<file path="config.mk">
export PLATFORM = sky130hd
export DESIGN_NAME = ddr2_port_arbiter_flat
export DESIGN_NICKNAME = d
export VERILOG_FILES = /design/src/rtl/ddr2_port_arbiter_if.sv /design/src/rtl/ddr2_port_arbiter.sv /design/src/flat_wrapper.sv
export SDC_FILE = /design/constraint.sdc
export NUM_CORES = 2
export LEC_CHECK = 0
export ABC_AREA = 0
export CORE_ASPECT_RATIO = 1.5
export CORE_MARGIN = 3
export CORE_UTILIZATION = 35
export CTS_BUF_LIST = sky130_fd_sc_hd__clkbuf_4 sky130_fd_sc_hd__clkbuf_8
export CTS_CLUSTER_DIAMETER = 50
export DETAILED_ROUTE_END_ITERATION = 16
export PLACE_DENSITY = 0.62
export SYNTH_ARGS = -nofsm -noshare
export SYNTH_HDL_FRONTEND = slang
export SYNTH_SLANG_ARGS = --single-unit
export TNS_END_PERCENT = 20
</file>
<file path="constraint.sdc">
create_clock -name clk -period 21.5 [get_ports clk]
set_clock_uncertainty 0.15 [all_clocks]
set_input_delay 4.3 -clock clk [delete_from_list [all_inputs] [get_ports clk]]
set_output_delay 4.3 -clock clk [all_outputs]
set_load 0.01 [all_outputs]
</file>
<file path="src/rtl/ddr2_port_arbiter_if.sv">
// Bus bundle between the two cache-side requesters, the arbiter and the DDR2 controller.
// master = requester/controller side, slave = arbiter.
interface ddr2_port_arbiter_if #(
    parameter int ADDR_W = 27,
    parameter int DATA_W = 128
);
    logic [ADDR_W-1:0] p0_addr;
    logic [ADDR_W-1:0] p1_addr;
    logic [DATA_W-1:0] p0_write_data;
    logic [DATA_W-1:0] p1_write_data;
    logic              p0_enable;
    logic              p1_enable;
    logic              p0_read;
    logic              p1_read;
    logic [DATA_W-1:0] p0_data;
    logic [DATA_W-1:0] p1_data;
    logic              p0_available;
    logic              p1_available;
    logic [1:0]        overflow;
    logic              busy;
    logic [ADDR_W-1:0] ddr2_addr;
    logic [DATA_W-1:0] to_ddr2_data;
    logic              ddr2_read;
    logic              ddr2_enable;
    logic              ddr2_available;
    logic [DATA_W-1:0] ddr2_data;

    modport master (
        output p0_addr, p1_addr,
        output p0_write_data, p1_write_data,
        output p0_enable, p1_enable,
        output p0_read, p1_read,
        input  p0_data, p1_data,
        input  p0_available, p1_available,
        input  overflow, busy,
        input  ddr2_addr, to_ddr2_data,
        input  ddr2_read, ddr2_enable,
        output ddr2_available, ddr2_data
    );

    modport slave (
        input  p0_addr, p1_addr,
        input  p0_write_data, p1_write_data,
        input  p0_enable, p1_enable,
        input  p0_read, p1_read,
        output p0_data, p1_data,
        output p0_available, p1_available,
        output overflow, busy,
        output ddr2_addr, to_ddr2_data,
        output ddr2_read, ddr2_enable,
        input  ddr2_available, ddr2_data
    );
endinterface

</file>
<file path="src/rtl/ddr2_port_arbiter.sv">
// Two-port round-robin arbiter onto one DDR2 request channel.
// One transaction outstanding; read data routed back to the issuing port only.
module ddr2_port_arbiter #(
    parameter int ADDR_W = 27,
    parameter int DATA_W = 128,
    parameter int DEPTH  = 2
) (
    input logic                clk,
    input logic                rst,
    ddr2_port_arbiter_if.slave bus
);
    localparam int PW = $clog2(DEPTH);
    localparam logic [PW:0] ONE = 1;

    typedef struct packed {
        logic [ADDR_W-1:0] addr;
        logic [DATA_W-1:0] data;
        logic              read;
    } req_t;

    typedef enum logic {
        IDLE,
        WAIT
    } state_t;

    state_t state_q;
    state_t state_d;

    req_t        mem [2][DEPTH];
    logic [PW:0] wp [2];
    logic [PW:0] rp [2];

    req_t       req_in [2];
    logic [1:0] en;
    logic [1:0] ne;
    logic [1:0] full;
    logic [1:0] push;
    logic [1:0] pop;

    logic gnt_vld;
    logic gnt;
    logic last_grant;
    logic cur_port;
    logic cur_read;
    req_t head;

    always_comb begin
        en = {bus.p1_enable, bus.p0_enable};
        req_in[0] = '{addr: bus.p0_addr,
                      data: bus.p0_write_data,
                      read: bus.p0_read};
        req_in[1] = '{addr: bus.p1_addr,
                      data: bus.p1_write_data,
                      read: bus.p1_read};
    end

    // Extra pointer bit distinguishes full from empty.
    always_comb begin
        ne   = '0;
        full = '0;
        for (int n = 0; n < 2; n++) begin
            ne[n]   = wp[n] != rp[n];
            full[n] = (wp[n][PW] != rp[n][PW]) &&
                      (wp[n][PW-1:0] == rp[n][PW-1:0]);
        end
    end

    always_comb begin
        push = en & ~full;
    end

    always_comb begin
        state_d = state_q;
        gnt_vld = 1'b0;
        gnt     = 1'b0;
        pop     = '0;
        unique case (state_q)
            IDLE: begin
                if (|ne) begin
                    gnt_vld  = 1'b1;
                    gnt      = (ne == 2'b11) ? ~last_grant : ne[1];
                    pop[gnt] = 1'b1;
                    state_d  = WAIT;
                end
            end
            WAIT: begin
                if (bus.ddr2_available)
                    state_d = IDLE;
            end
            default: state_d = IDLE;
        endcase
    end

    assign head     = mem[gnt][rp[gnt][PW-1:0]];
    assign bus.busy = (state_q == WAIT) || (|ne);

    // Storage needs no reset: the pointers define what is valid.
    always_ff @(posedge clk) begin
        for (int n = 0; n < 2; n++) begin
            if (push[n])
                mem[n][wp[n][PW-1:0]] <= req_in[n];
        end
    end

    always_ff @(posedge clk or posedge rst) begin
        if (rst) begin
            state_q          <= IDLE;
            wp[0]            <= '0;
            wp[1]            <= '0;
            rp[0]            <= '0;
            rp[1]            <= '0;
            last_grant       <= 1'b1;
            cur_port         <= 1'b0;
            cur_read         <= 1'b0;
            bus.overflow     <= '0;
            bus.ddr2_addr    <= '0;
            bus.to_ddr2_data <= '0;
            bus.ddr2_read    <= 1'b0;
            bus.ddr2_enable  <= 1'b0;
            bus.p0_data      <= '0;
            bus.p1_data      <= '0;
            bus.p0_available <= 1'b0;
            bus.p1_available <= 1'b0;
        end else begin
            state_q          <= state_d;
            bus.ddr2_enable  <= gnt_vld;
            bus.p0_available <= 1'b0;
            bus.p1_available <= 1'b0;
            for (int n = 0; n < 2; n++) begin
                if (push[n])
                    wp[n] <= wp[n] + ONE;
                if (pop[n])
                    rp[n] <= rp[n] + ONE;
                if (en[n] && full[n])
                    bus.overflow[n] <= 1'b1;
            end
            if (gnt_vld) begin
                bus.ddr2_addr    <= head.addr;
                bus.to_ddr2_data <= head.data;
                bus.ddr2_read    <= head.read;
                cur_port         <= gnt;
                cur_read         <= head.read;
                last_grant       <= gnt;
            end
            // Write completions are absorbed here.
            if (state_q == WAIT && bus.ddr2_available && cur_read) begin
                if (cur_port) begin
                    bus.p1_data      <= bus.ddr2_data;
                    bus.p1_available <= 1'b1;
                end else begin
                    bus.p0_data      <= bus.ddr2_data;
                    bus.p0_available <= 1'b1;
                end
            end
        end
    end
endmodule

</file>
<file path="src/flat_wrapper.sv">
// flat-port wrapper written by rule: the top's interface ports become plain ports
module ddr2_port_arbiter_flat 
#(
    parameter int ADDR_W = 27,
    parameter int DATA_W = 128,
    parameter int DEPTH  = 2
)
  (clk, rst, bus_p0_addr, bus_p1_addr, bus_p0_write_data, bus_p1_write_data, bus_p0_enable, bus_p1_enable, bus_p0_read, bus_p1_read, bus_p0_data, bus_p1_data, bus_p0_available, bus_p1_available, bus_overflow, bus_busy, bus_ddr2_addr, bus_to_ddr2_data, bus_ddr2_read, bus_ddr2_enable, bus_ddr2_available, bus_ddr2_data);
  ddr2_port_arbiter_if #(.ADDR_W(ADDR_W), .DATA_W(DATA_W)) bus_i ();
  input logic clk;
  input logic rst;
  input wire logic [$bits(bus_i.p0_addr)-1:0] bus_p0_addr;
  input wire logic [$bits(bus_i.p1_addr)-1:0] bus_p1_addr;
  input wire logic [$bits(bus_i.p0_write_data)-1:0] bus_p0_write_data;
  input wire logic [$bits(bus_i.p1_write_data)-1:0] bus_p1_write_data;
  input wire logic [$bits(bus_i.p0_enable)-1:0] bus_p0_enable;
  input wire logic [$bits(bus_i.p1_enable)-1:0] bus_p1_enable;
  input wire logic [$bits(bus_i.p0_read)-1:0] bus_p0_read;
  input wire logic [$bits(bus_i.p1_read)-1:0] bus_p1_read;
  output wire logic [$bits(bus_i.p0_data)-1:0] bus_p0_data;
  output wire logic [$bits(bus_i.p1_data)-1:0] bus_p1_data;
  output wire logic [$bits(bus_i.p0_available)-1:0] bus_p0_available;
  output wire logic [$bits(bus_i.p1_available)-1:0] bus_p1_available;
  output wire logic [$bits(bus_i.overflow)-1:0] bus_overflow;
  output wire logic [$bits(bus_i.busy)-1:0] bus_busy;
  output wire logic [$bits(bus_i.ddr2_addr)-1:0] bus_ddr2_addr;
  output wire logic [$bits(bus_i.to_ddr2_data)-1:0] bus_to_ddr2_data;
  output wire logic [$bits(bus_i.ddr2_read)-1:0] bus_ddr2_read;
  output wire logic [$bits(bus_i.ddr2_enable)-1:0] bus_ddr2_enable;
  input wire logic [$bits(bus_i.ddr2_available)-1:0] bus_ddr2_available;
  input wire logic [$bits(bus_i.ddr2_data)-1:0] bus_ddr2_data;
  assign bus_i.p0_addr = bus_p0_addr;
  assign bus_i.p1_addr = bus_p1_addr;
  assign bus_i.p0_write_data = bus_p0_write_data;
  assign bus_i.p1_write_data = bus_p1_write_data;
  assign bus_i.p0_enable = bus_p0_enable;
  assign bus_i.p1_enable = bus_p1_enable;
  assign bus_i.p0_read = bus_p0_read;
  assign bus_i.p1_read = bus_p1_read;
  assign bus_p0_data = bus_i.p0_data;
  assign bus_p1_data = bus_i.p1_data;
  assign bus_p0_available = bus_i.p0_available;
  assign bus_p1_available = bus_i.p1_available;
  assign bus_overflow = bus_i.overflow;
  assign bus_busy = bus_i.busy;
  assign bus_ddr2_addr = bus_i.ddr2_addr;
  assign bus_to_ddr2_data = bus_i.to_ddr2_data;
  assign bus_ddr2_read = bus_i.ddr2_read;
  assign bus_ddr2_enable = bus_i.ddr2_enable;
  assign bus_i.ddr2_available = bus_ddr2_available;
  assign bus_i.ddr2_data = bus_ddr2_data;
  ddr2_port_arbiter #(.ADDR_W(ADDR_W), .DATA_W(DATA_W), .DEPTH(DEPTH)) u_core (.clk(clk), .rst(rst), .bus(bus_i));
endmodule
</file>
# [Word level (Yosys, flattened, before mapping)]
# Memories as Yosys holds them, arrays and structs flattened.
# Cells that the tools add are included.
[totals] reg_bits=428 romBits=0 out_inout_bits=418 latchBits=0 mem_bits_rw=624 inputBits=445 n_memories=1
[op_classes] shift=0 div_mod_pow=0 n_reduce_logical=13 mux=29 magnitude_cmp=8 n_mul=0 n_eq_ne=7 n_bitwise=9 n_addsub=4
[mem_list] memory="u_core.mem" words=2 width=312 read_ports=1 rd_ports_with_merged_regs=0 write_ports=2 line_no="ddr2_port_arbiter.sv:29" source="req_t mem [2][DEPTH];"
[ops] op="two-way mux 156 bit" n=5
[ops] op="two-way mux 312 bit" n=2
[ops] op="demux 156 bit (select 1 bit)" n=2
[ops] op="two-way mux 1 bit" n=16
[ops] op="logical AND 1 bit" n=9
[ops] op="adder 2 x 1 -> 2 bit, second input constant" n=4
[ops] op="greater-or-equal comparator 2 bit, second input constant" n=4
[ops] op="inverter 1 -> 2 bit" n=4
[ops] op="< comparator 2 x 1 -> 1 bit, second input constant" n=2
[ops] op="two-way mux 2 bit" n=2
[ops] op="!= test 2 bit" n=2
[ops] op="AND reduction 2 bit" n=2
[ops] op="inverter 1 bit" n=3
[ops] op="bitwise AND 2 bit" n=1
[ops] op="== test 1 bit" n=2
[ops] op="== test 2 bit, second input constant" n=1
[ops] op="< comparator 1 x 2 -> 1 bit, second input constant" n=1
[ops] op="!= test 1 bit" n=2
[ops] op="inverter 2 bit" n=1
[ops] op="case mux 1 bit (2 select lines)" n=1
[ops] op="OR reduction 2 bit" n=1
[ops] op="demux 1 bit (select 1 bit)" n=1
[ops] op="greater-or-equal comparator 1 bit, second input constant" n=1
[ops] op="logical OR 1 bit" n=1

# [Logic depth before layout (Yosys ltp)]
[logic_depth] depth_word=13 mapped_depth=9

# [Worst setup path before layout]
# OpenSTA, ideal clock, no wires.
[synth_timing] kind="input port to flip-flop" startpoint="in bus_p1_enable" endpoint="mem u_core.mem[1][156] in the netlist's numbering, enable pin" required_ps=20456 setup_slack_ps=5024 path_stages=1 arrival_ps=15432 path_buffers=0 setup_ps=894 cell_sequence="nor3b_1"
[synth_lines] element="from (decl)" line_no="flat_wrapper.sv:17" source="input wire logic [$bits(bus_i.p1_enable)-1:0] bus_p1_enable;"
[synth_lines] element="to (decl)" line_no="ddr2_port_arbiter.sv:29"

# [Final worst setup path]
[layout_timing] startpoint="reg u_core.rp[0] in the netlist's numbering" endpoint="out bus_busy"
[layout_via] elab_chain_cells=3
[layout_lines] element="from (decl)" line_no="ddr2_port_arbiter.sv:31" source="logic [PW:0] rp [2];"
[layout_lines] element="from (signal, indexed assignment)" line_no="ddr2_port_arbiter.sv:133" source="rp[n] <= rp[n] + ONE;"
[layout_lines] element="!= test 2 bit" line_no="ddr2_port_arbiter.sv:62" source="ne[n] = wp[n] != rp[n];"
[layout_lines] element="OR reduction 2 bit" line_no="ddr2_port_arbiter.sv:95" source="assign bus.busy = (state_q == WAIT) || (|ne);"
[layout_lines] element="logical OR 1 bit" line_no="ddr2_port_arbiter.sv:95"
[layout_lines] element="to (decl)" line_no="flat_wrapper.sv:25" source="output wire logic [$bits(bus_i.busy)-1:0] bus_busy;"
# No other way between the ends.

==> flow_summary_export.csv <==
group,metric,value,unit
setup_path,start_kind,"flip-flop",
min_path,worst_hold_path_type,"reg -> reg",
clock_tree,cts_post_setup_buffers_inserted,0,
clock_tree,cts_tree,"yes",
setup_path,worst_ep_required_time,17.05,ns
layout,fin_util,0.473,
grt,grt_usage,0.239,
setup_path,cp.depth,4,
sta,max_freq,0.124,GHz
setup_path,setup.worst_path.start,"u_core.rp[0]$_DFFE_PP0P_",
drt,first_pass_iters,5,
power_and_ir_drop,power_density,162,nW/um2
clock_tree,clk_latency,0.86,ns
clock_tree,ctsResizeCount,0,
clock_tree,htreeDepth,4,
min_path,worstHoldPathCells,2,
setup_path,ff2ff_setup_slack,16.85,ns
placement,place_congestion,0.836,
drt,wl_per_cell,25.5,um
logic_synthesis,async_flop_share,0.407,
layout,final_nets,4490,
grt,overflow,0,
setup_path,critPathCapture,"bus_busy",
sta,timing.final.ws_setup,13.46,ns
run,drv_cap,0,
logic_synthesis,synth_compound_area_frac,0.114,
floorplanning,die_w,283,um
floorplanning,dieHeight,421,um
logic_synthesis,ys_seq_area_frac,0.733,
sta,min_period,8.04,ns
sta,slew_headroom,0.305,
clock_tree,clk_pin_slew,0.06,ns
sta,fin_setup_tns,0,ns
power_and_ir_drop,ir_drop,0.277,mV
logic_synthesis,synthAdderAreaFrac,0,
clock_tree,clkSinkCount,1052,
floorplanning,die_area,119000,um2
drt,antenna_left,0,
placement,pre_cts_ws,14.16,ns
logic_synthesis,synth_top_family_by_area,"simple AND/OR/NAND/NOR gates",
clock_tree,ctsLongestPathBuffers,3,
layout,drive_above_1_share,0.0855,
layout,synthToLayoutAreaGrowth,33.6,%
floorplanning,num_rows,151,
logic_synthesis,synth_nets,3674,
setup_path,rr_endpoint,"u_core.bus.to_ddr2_data[74]$_DFFE_PP0P_",
logic_synthesis,ys.warnings.count,0,
logic_synthesis,syn_avg_cell_area,12.4,um2
setup_path,worstPathMaxFanout,55,
clock_tree,cts_made_buffers,162,
grt,grt_pass1_wl,210000,um
sta,finalMaxSlewViolations,0,
placement,dp_hpwl,89700,um
layout,fill_cells,10200,
drt,wirelength,146000,um
power_and_ir_drop,power.total,8.69,mW
setup_path,critPathCaptureType,"output port",
floorplanning,initial_utilization,0.354,
drt,drt-vias-per-instance,5.29,
logic_synthesis,yosysUniqueCellTypes,37,
setup_path,critPathTopFamily,"simple AND/OR/NAND/NOR gates",
sta,rsz0062_at_grt,"false",
min_path,min_from,"u_core.bus.p0_data[48]$_DFFE_PP0P_",
logic_synthesis,netlist_instances,3229,
logic_synthesis,syn_area,40200,um2
setup_path,rr_worst_depth,7,
logic_synthesis,synthMuxAreaShare,0.000280,
drt,drc_errors,0,
setup_path,path_cells,"xnor2_1, nand2_1, or3_1, clkdlybuf4s50_1",
setup_path,r2r_start,"u_core.rp[2]$_DFFE_PP0P_",
sta,finalSetupViolCount,0,
setup_path,crit_path_max_incr_delay,0.77,ns
logic_synthesis,synthSimpleGateAreaFrac,0.123,
floorplanning,num_io_pins,863,
sta,worstMarginPinSlew,1.04,ns
setup_path,arrival,3.59,ns
setup_path,critical_path_class,"reg -> out",
logic_synthesis,yosys.area.top_type,"edfxtp_1",
placement,port_buffers,862,
sta,hold_viol_final,0,
setup_path,slowest_stage,"dfrtp_4",
logic_synthesis,synthTopCellsByArea,"edfxtp_1 (47%), dfrtp_1 (27%), nand2_1 (7.3%)",
status,status,"completed",
setup_path,critical_path_buf_inv_count,1,
grt,grt_max_degree,155,
floorplanning,core_area,114000,um2
logic_synthesis,synth_top_cell_area_share,0.466,
logic_synthesis,synthXorXnorAreaFrac,0.00261,
clock_tree,cts-hold-fix-buffers,0,
logic_synthesis,synth_seq_cells,1052,
sta,hold-worst-slack,0.319,ns
drt,drtIter0Drc,2555,
clock_tree,cts-root-buf,"clkbuf_8",
logic_synthesis,synthTopCellsByCount,"nand2_1 (779), edfxtp_1 (624), dfrtp_1 (427), nor2_1 (311), clkbuf_1 (179)",
logic_synthesis,synth_most_common_cell,"nand2_1",
logic_synthesis,synth_flop_cell,"edfxtp_1",
power_and_ir_drop,p_leak,20.4,nW
grt,grt_pass1_vias,30700,
logic_synthesis,synth-edff-count,624,
grt,antenna_found_initial,56,
drt,vias,30400,
sta,fin_crit_sh,0.374,
-- placed cells by master, fill, tap and decap left out, drive strengths merged, types with 4 or more instances in the layout --
| master | count |
|---|---|
| buf | 52 |
| bufinv | 4 |
| clkinv | 32 |
| o21ai | 158 |
| inv | 11 |
| nor2b | 4 |
| a32o | 154 |
| a21oi | 6 |
| o22ai | 154 |
| nand2 | 779 |
| clkdlybuf4s50 | 862 |
| nand3 | 156 |
| edfxtp | 624 |
| clkbuf | 251 |
| xnor2 | 6 |
| diode | 35 |
| clkinvlp | 5 |
| o211ai | 155 |
| dfrtp | 427 |
| xor2 | 6 |
| nor2 | 311 |
-- stage by stage --
step	instances	instance area [um2]
after global placement	5411	50200
after detailed placement	5411	50200
after global routing	5732	53700
after CTS	5707	53600
after floorplan	3229	40200
final	5742	53700
-- power breakdown --
| part | leakage (nW) | total, mW | switching [mW] | internal, mW |
|---|---|---|---|---|
| registers | 11.1 | 3.25 | 0.345 | 2.90 |
| clock network | 1.81 | 1.75 | 0.799 | 0.953 |
| logic | 7.51 | 3.68 | 2.27 | 1.41 |
-- layout make-up --
| class | count | area [um2] | share of cell area |
|---|---|---|---|
| Antenna cell | 35 | 87.6 | 0.00163 |
| Tap cell | 1530 | 1910 | 0.0356 |
| Inverter | 7 | 43.8 | 0.000815 |
| Timing Repair Buffer | 914 | 9030 | 0.168 |
| Clock inverter | 45 | 377 | 0.00701 |
| Sequential cell | 1052 | 29500 | 0.549 |
| Multi-Input combinational cell | 1908 | 9750 | 0.182 |
| Clock buffer | 251 | 3040 | 0.0566 |
-- worst min-delay path by stage --
stage / endpoint / slack [ns]
final: u_core.bus.p0_data[48]$_DFFE_PP0P_ / 0.32
after global routing: u_core.bus.p1_data[2]$_DFFE_PP0P_ / 0.34
after CTS: u_core.bus.p0_data[54]$_DFFE_PP0P_ / 0.33
after detailed placement: u_core.bus.p0_data[29]$_DFFE_PP0P_ / 0.31
after global placement: u_core.bus.p1_data[48]$_DFFE_PP0P_ / 0.31
after floorplan: u_core.cur_port$_DFFE_PP0P_ / 0.31
-- tightest hold or removal path, stage by stage, from the launching register on --
cell and delay, ns:
dfrtp_1 0.34, nand2_1 0.05, nand2_1 0.05
-- cells by family (layout without fill, tap and decap cells) --
logic type | after synthesis | after routing
DFF | 1052 | 1052
AOI/OAI and AO/OA | 638 | 638
and+or+nand+nor | 1257 | 1257
buffers and inverters | 269 | 1217
muxes | 1 | 1
other | 0 | 35
xor gates and xnor gates | 12 | 12
-- per-layer routing --
metal  GRT usage  routed length, um  share of wire
met1       0.283              54500           0.37
met2       0.394              71500           0.49
met3      0.0703              13500          0.092
met4       0.123               6650          0.045
met5           0                197         0.0013
-- sequential cells by signal, indices dropped and copies added (netlist names) --
register                 flops
u_core.mem                 624
u_core.bus.p0_data         128
u_core.bus.p1_data         128
u_core.bus.to_ddr2_data    128
u_core.bus.ddr2_addr        27
u_core.rp                    4
u_core.wp                    4
u_core.bus.overflow          2
u_core.bus.ddr2_enable       1
u_core.bus.ddr2_read         1
u_core.bus.p0_available      1
u_core.bus.p1_available      1
u_core.cur_port              1
u_core.last_grant            1
u_core.state_q               1
No activity file was read; power rests on OpenSTA's default activity.
